## config.mk

```make
export PLATFORM = sky130hd
export DESIGN_NAME = fadd_issue
export DESIGN_NICKNAME = d
export VERILOG_FILES = /design/src/rtl/fpu_pkg.sv /design/src/rtl/fadd_operand_fmt.sv /design/src/rtl/fadd_issue.sv
export SDC_FILE = /design/constraint.sdc
export NUM_CORES = 1
export LEC_CHECK = 0
export ABC_AREA = 1
export BUFFER_PORTS_ARGS = -buffer_cell sky130_fd_sc_hd__buf_4
export CORE_UTILIZATION = 55
export CTS_CLUSTER_DIAMETER = 100
export DETAILED_ROUTE_END_ITERATION = 16
export GPL_ROUTABILITY_DRIVEN = 1
export PLACE_DENSITY = 0.81
export SYNTH_ARGS = -nofsm -noshare
export SYNTH_HDL_FRONTEND = slang
export SYNTH_SLANG_ARGS = --single-unit
```

## constraint.sdc

```tcl
create_clock -name clk -period 6.21 [get_ports clk]
set_clock_uncertainty 0.2 [all_clocks]
set_input_delay 1.242 -clock clk [delete_from_list [all_inputs] [get_ports clk]]
set_output_delay 1.242 -clock clk [all_outputs]
set_load 0.1 [all_outputs]
```

## src/rtl/fpu_pkg.sv

```systemverilog
// Shared FPU definitions: add-class op encoding, issue FIFO depth and
// IEEE-754 single-precision field positions.
package fpu_pkg;

  typedef enum logic [1:0] {
    FOP_ADD = 2'b00,
    FOP_SUB = 2'b01,
    FOP_NEG = 2'b10,
    FOP_ABS = 2'b11
  } fop_addsub_t;

  localparam int FADD_ISSUE_DEPTH = 2;

  localparam int FP_SIGN   = 31;
  localparam int FP_EXP_HI = 30;
  localparam int FP_EXP_LO = 23;

  // fadd treats exponent 0 as zero, so denormal payloads are dropped here.
  function automatic logic [31:0] fp_zero_flush(input logic [31:0] v);
    logic [31:0] r;
    if (v[FP_EXP_HI:FP_EXP_LO] == 8'd0)
      r = {v[FP_SIGN], 31'd0};
    else
      r = v;
    return r;
  endfunction

endpackage

```

## src/rtl/fadd_operand_fmt.sv

```systemverilog
// Rewrites one operand pair so a plain adder yields FADD/FSUB/FNEG/FABS,
// then flushes exponent-0 operands to signed zero.
module fadd_operand_fmt
  import fpu_pkg::*;
(
  input  fop_addsub_t i_op,
  input  logic [31:0] i_x1,
  input  logic [31:0] i_x2,
  output logic [31:0] o_x1,
  output logic [31:0] o_x2
);

  logic [31:0] w_x1;
  logic [31:0] w_x2;

  always_comb begin
    w_x1 = i_x1;
    w_x2 = i_x2;
    unique case (i_op)
      FOP_ADD: ;
      FOP_SUB: w_x2[FP_SIGN] = ~i_x2[FP_SIGN];
      FOP_NEG: begin
        w_x1           = 32'd0;
        w_x2[FP_SIGN]  = ~i_x2[FP_SIGN];
      end
      FOP_ABS: begin
        w_x1           = 32'd0;
        w_x2[FP_SIGN]  = 1'b0;
      end
      default: ;
    endcase
  end

  assign o_x1 = fp_zero_flush(w_x1);
  assign o_x2 = fp_zero_flush(w_x2);

endmodule

```

## src/rtl/fadd_issue.sv

```systemverilog
// Operand issue stage for fadd: rewrite on push, 2-entry circular FIFO.
// Define FADD_ISSUE_BYPASS_EN for a zero-latency path when the FIFO is empty.
module fadd_issue
  import fpu_pkg::*;
#(
  parameter int TAG_W = 5
) (
  input  logic             clk,
  input  logic             rst,
  input  logic             flush,
  input  logic             in_valid,
  output logic             in_ready,
  input  logic [1:0]       in_op,
  input  logic [31:0]      in_x1,
  input  logic [31:0]      in_x2,
  input  logic [TAG_W-1:0] in_tag,
  output logic             out_valid,
  input  logic             out_ready,
  output logic [31:0]      out_x1,
  output logic [31:0]      out_x2,
  output logic [TAG_W-1:0] out_tag,
  output logic [1:0]       count
);

  logic [31:0]      w_fmt_x1;
  logic [31:0]      w_fmt_x2;
  logic             w_push;
  logic             w_pop;
  logic             w_bypass;

  logic [31:0]      r_x1_mem  [FADD_ISSUE_DEPTH];
  logic [31:0]      r_x2_mem  [FADD_ISSUE_DEPTH];
  logic [TAG_W-1:0] r_tag_mem [FADD_ISSUE_DEPTH];
  logic             r_wptr;
  logic             r_rptr;
  logic [1:0]       r_count;

  fadd_operand_fmt u_fmt (
    .i_op (fop_addsub_t'(in_op)),
    .i_x1 (in_x1),
    .i_x2 (in_x2),
    .o_x1 (w_fmt_x1),
    .o_x2 (w_fmt_x2)
  );

`ifdef FADD_ISSUE_BYPASS_EN
  assign w_bypass = (r_count == 2'd0) && in_valid && out_ready && !flush;
`else
  assign w_bypass = 1'b0;
`endif

  // Ready depends only on occupancy, never on out_ready.
  assign in_ready = (r_count != 2'd2);
  assign w_push   = in_valid && in_ready && !flush && !w_bypass;
  assign w_pop    = (r_count != 2'd0) && out_ready && !flush;
  assign count    = r_count;

  always_ff @(posedge clk or posedge rst) begin
    if (rst) begin
      for (int i = 0; i < FADD_ISSUE_DEPTH; i++) begin
        r_x1_mem[i]  <= '0;
        r_x2_mem[i]  <= '0;
        r_tag_mem[i] <= '0;
      end
    end else if (w_push) begin
      r_x1_mem[r_wptr]  <= w_fmt_x1;
      r_x2_mem[r_wptr]  <= w_fmt_x2;
      r_tag_mem[r_wptr] <= in_tag;
    end
  end

  always_ff @(posedge clk or posedge rst) begin
    if (rst) begin
      r_wptr  <= 1'b0;
      r_rptr  <= 1'b0;
      r_count <= 2'd0;
    end else if (flush) begin
      r_wptr  <= 1'b0;
      r_rptr  <= 1'b0;
      r_count <= 2'd0;
    end else begin
      if (w_push) r_wptr <= ~r_wptr;
      if (w_pop)  r_rptr <= ~r_rptr;
      unique case ({w_push, w_pop})
        2'b10:   r_count <= r_count + 2'd1;
        2'b01:   r_count <= r_count - 2'd1;
        default: ;
      endcase
    end
  end

  always_comb begin
    out_valid = (r_count != 2'd0);
    out_x1    = r_x1_mem[r_rptr];
    out_x2    = r_x2_mem[r_rptr];
    out_tag   = r_tag_mem[r_rptr];
    if (w_bypass) begin
      out_valid = 1'b1;
      out_x1    = w_fmt_x1;
      out_x2    = w_fmt_x2;
      out_tag   = in_tag;
    end
  end

endmodule

```

## Word-level counts from Yosys, hierarchy flattened

Index checks and enable logic that the tools add are counted.

| word-level totals | value |
|---|---|
| output and inout bits | 73 |
| register bits after elaboration | 142 |
| logic and storage cells | 65 |

| operators by class | value |
|---|---|
| multiplexer cells | 26 |
| reductions and logical operators | 14 |
| bitwise gates (word level) | 5 |
| eq/ne operators | 6 |
| $lt $le $gt $ge | 3 |
| add/sub/neg operators | 2 |

Operators by type and width:

| operator | count |
|---|---|
| 2-to-1 mux 32 bit | 8 |
| bitwise mux 64 bit | 2 |
| 2-to-1 mux 31 bit | 2 |
| demux 32 bit (select 1 bit) | 1 |
| 2-to-1 mux 5 bit | 4 |
| logical NOT 8 bit | 2 |
| bitwise mux 10 bit | 1 |
| == test 2 bit, second input constant | 3 |
| nonzero test 2 bit | 3 |
| demux 5 bit (select 1 bit) | 1 |
| logical AND 1 bit | 5 |
| == test 2 x 1 -> 1 bit, second input constant | 2 |
| >= comparator 2 bit, second input constant | 2 |
| 2-to-1 mux 1 bit | 4 |
| inverter 1 -> 2 bit | 2 |
| one-hot mux 2 bit (2 select lines) | 1 |
| OR reduction 2 bit | 2 |
| inverter 1 bit | 3 |
| nonzero test 3 bit | 1 |
| adder 2 x 1 -> 2 bit, second input constant | 1 |
| < comparator 2 x 1 -> 1 bit, second input constant | 1 |
| 2-to-1 mux 2 bit | 1 |
| inequality test 2 bit, second input constant | 1 |
| one-hot mux 1 bit (2 select lines) | 1 |
| 2 further kinds | 2 |

## Depth between registers and ports, before layout

| depth | value |
|---|---|
| word-level depth | 6 |
| gate-level depth with buffers | 10 |

## Cells and area by module

A second synthesis with hierarchy kept.

| second synthesis, totals | value |
|---|---|
| cell total of the unflattened synthesis | 923 |
| area total of the unflattened synthesis | 7272.0 µm² |

Modules (own cells, without submodules):

| module | area an instance (µm²) | cells each | instances | sequential area each (µm²) |
|---|---|---|---|---|
| fadd_issue | 6466.2 | 775 | 1 | 3553.4 |
| fadd_operand_fmt | 805.8 | 148 | 1 | 0.0 |

## Least setup slack after synthesis

OpenSTA, ideal clock, no wires.

| path | value |
|---|---|
| path kind | register to output |
| from | register r_rptr |
| to | output out_x1[28] |
| arrival time | 2894 ps |
| path buffers | 2 |
| setup slack | 1874 ps |
| stages on the path, launching flop included | 4 |
| path through | dfrtp_1 > clkbuf_1 > clkbuf_1 > o21ai_0 |

| on the way | value |
|---|---|
| cells in the longest elaborated chain, start to end | 4 |

Ends and longest elaborated chain:

| what | line | source |
|---|---|---|
| start: declaration | fadd_issue.sv:35 | `logic r_rptr;` |
| start signal: assignment | fadd_issue.sv:83 | `if (w_pop) r_rptr <= ~r_rptr;` |
| inverter 1 -> 2 bit (implied by the code) | fadd_issue.sv:94 | `out_x1 = r_x1_mem[r_rptr];` |
| 2-to-1 mux 32 bit (implied by the code) (3 in a row) | fadd_issue.sv:94 |  |
| end: declaration | fadd_issue.sv:19 | `output logic [31:0] out_x1,` |

Every way passes these cells. The select of a mux whose other input is x is not followed.

## Final worst setup path

| path | value |
|---|---|
| from | register r_rptr |
| to | output out_x1[16] |

Same word-level chain as after synthesis.

==> run_results.csv <==
group,metric,value,unit
status,status,"complete, no violations",
synth,ys_ff_latch,142,
timing,setup_slack,1.927,ns
place,hpwl,9729,µm
cts,htree_levels,4,
cells_and_area,syn2layout_area_growth,24.94,%
cells_and_area,drive_gt1_share,18.71,%
timing,setup_tns,0,ns
floorplan,die_area,12740,µm²
cts,cts_made_buffers,17,
worst_setup_path,crit_fanout,111,
place,place_ws,2.376,ns
cts,hold_buffers,0,
floorplan,coreArea,12010,µm²
worst_setup_path,start_kind,"flip-flop",
drt,drtPass1Iterations,5,
timing,hold_ws,0.2683,ns
drt,drc,0,
worst_hold_path,min_path_cells,2,
synth,synth_commonest_cells,"nand2_1, dfrtp_1, inv_1",
drt,wl_per_cell,13.70,µm
global_routing,grt_pass1_wl,26360,µm
cts,cts.repair.resized,0,
cells_and_area,fin_nets,1093,
floorplan,dieWidth,112.9,µm
timing,rsz0062_at_grt,"false",
cts,post_cts.repair.setup_buffers,0,
floorplan,start_util,56.27,%
timing,relSlewSlack,29.29,%
floorplan,die_y,112.9,µm
worst_setup_path,r2r_setup_slack,3.49,ns
cts,cts_tree,"done",
cts,cts_sinks,142,
synth,synth_edf_count,0,
synth,synth_area,6759,µm²
worst_setup_path,cp.required,4.77,ns
synth,synth_cell_types,22,
timing,fmax,0.2335,GHz
worst_hold_path,hold_path_end,"r_x1_mem[25]$_DFFE_PP0P_",
place,place_congestion,0.7756,
timing,hold_viol_final,0,
drt,routed_via_density,5.122,
timing,worst_pin_slew,1.059,ns
global_routing,grt_antenna_before_repair,0,
drt,wl,16070,µm
synth,synth_area_leaders,"dfrtp_1, nand2_1, nand3_1, o21ai_0, inv_1",
synth,postSynthCellCount,895,
worst_setup_path,cp-end-kind,"output pin",
timing,setup_violations,0,
cts,clk_pin_slew,0.06,ns
flow_run,maxCapViolCount,0,
synth,syn_nets,974,
timing,min_period,4.283,ns
synth,yosysSeqAreaShare,52.57,%
drt,vias,6008,
worst_setup_path,r2r-end,"r_x2_mem[28]$_DFFE_PP0P_",
cts,cts-root-buf,"clkbuf_16",
synth,synth_ff_type,"dfrtp_1",
worst_hold_path,min_path_type,"flip-flop to flip-flop",
cells_and_area,diodes,0,
floorplan,pin_count,149,
timing,fin_crit_sh,68.97,%
floorplan,row_count,40,
synth,synth_area_per_cell,7.552,µm²
synth,synth_top_area_share,52.57,%
worst_hold_path,min_from,"r_x1_mem[25]$_DFFE_PP0P_",
cells_and_area,final_core_util,70.30,%
global_routing,grt_overflow,0,
cts,clkLatencyLatePin,0.41,ns
worst_setup_path,worstPathArrival,2.84,ns
synth,synth_most_common_cell,"nand2_1",
place,io_buffers,148,
global_routing,first_global_vias,5509,
global_routing,grt_start_max_net_pins,112,
synth,async_reset_ff_share,100.0,%
worst_setup_path,critical_path_class,"flip-flop to output pin",
drt,drt_iter0_markers,402,
synth,synth_warnings,0,
timing,drv_slew,0,
worst_setup_path,reg2reg_depth,9,
cts,clk_path_buf_depth,2,
worst_setup_path,r2r-start,"count[0]$_DFFE_PP0P_",
drt,ant_nets,0,
synth,yosysTopAreaCell,"dfrtp_1",
global_routing,gr-usage-all-layers,26.53,%
sequential cells by signal, indices dropped and copies added, names as in the netlist:
register,count
r_x2_mem,64
r_tag_mem,10
r_wptr,1
count,2
r_x1_mem,64
r_rptr,1
per-stage QoR:
stage,cells,area [µm²]
finish,1173,8444
global route,1173,8444
CTS,1173,8444
detailed placement,1142,7849
global placement,1142,7849
floorplan,895,6759
worst max-delay path by stage:
stage / from / endpoint / slack, ns / cells past startpoint
finish: r_rptr$_DFFE_PP0P_ / out_x1[16] / 1.93 / 4
global route: r_rptr$_DFFE_PP0P_ / out_x1[1] / 1.68 / 4
CTS: r_rptr$_DFFE_PP0P_ / out_x1[19] / 1.91 / 4
detailed placement: r_rptr$_DFFE_PP0P_ / out_x1[19] / 2.38 / 4
global placement: r_rptr$_DFFE_PP0P_ / out_x1[8] / 2.48 / 4
floorplan: rst / count[0]$_DFFE_PP0P_ / 0.96 / 1
cell families (layout without fill, tap and decap cells):
group | count (synthesis) | in the layout | synth area share (%)
buffers and inverters | 153 | 284 | 9.330
xor gates and xnor gates | 1 | 1 | 0.1296
adders and majority gates | 3 | 3 | 0.5554
and+or+nand+nor | 489 | 489 | 29.45
AOI/OAI and AO/OA | 107 | 107 | 7.960
DFF | 142 | 142 | 52.57
critical path, stage by stage (launching register included):
cell and delay [ns]:
dfrtp_4 1.12, inv_1 0.77, nand2_1 0.20, nand2_1 0.08, buf_4 0.23
layer usage:
layer	routed length, µm	share of wire (%)	GRT usage, %	up-vias
li1	-	-	-	3001
met3	1008	6.3	7.177	29
met4	350	2.2	9.561	0
met5	0	0	0	-
met1	7202	45	35.14	2767
met2	7510	47	42.35	211
layout make-up:
cell class / instances / area (µm²)
fill: 982 / 3567
sequential: 142 / 3557
multi-input combinational: 600 / 2575
timing repair buffer: 154 / 1156
clock buffer: 25 / 515.5
inverter: 99 / 376.6
tap: 147 / 183.9
clock inverter: 6 / 80.08
placed cells by master, fill, tap and decap left out, drive strengths merged, types with 2 or more instances in the layout:
| cell | netlist | routed |
|---|---|---|
| ha | 3 | 3 |
| o21ai | 102 | 102 |
| bufinv | 0 | 2 |
| nand4 | 2 | 2 |
| buf | 25 | 154 |
| dfrtp | 142 | 142 |
| a21oi | 4 | 4 |
| nor3 | 2 | 2 |
| clkinv | 0 | 4 |
| nand2 | 352 | 352 |
| nand3 | 94 | 94 |
| clkbuf | 29 | 25 |
| nor2 | 39 | 39 |
| inv | 99 | 99 |
Power is not shown: default switching activity piles up to over one toggle a cycle in this logic, so the estimate is an artifact.
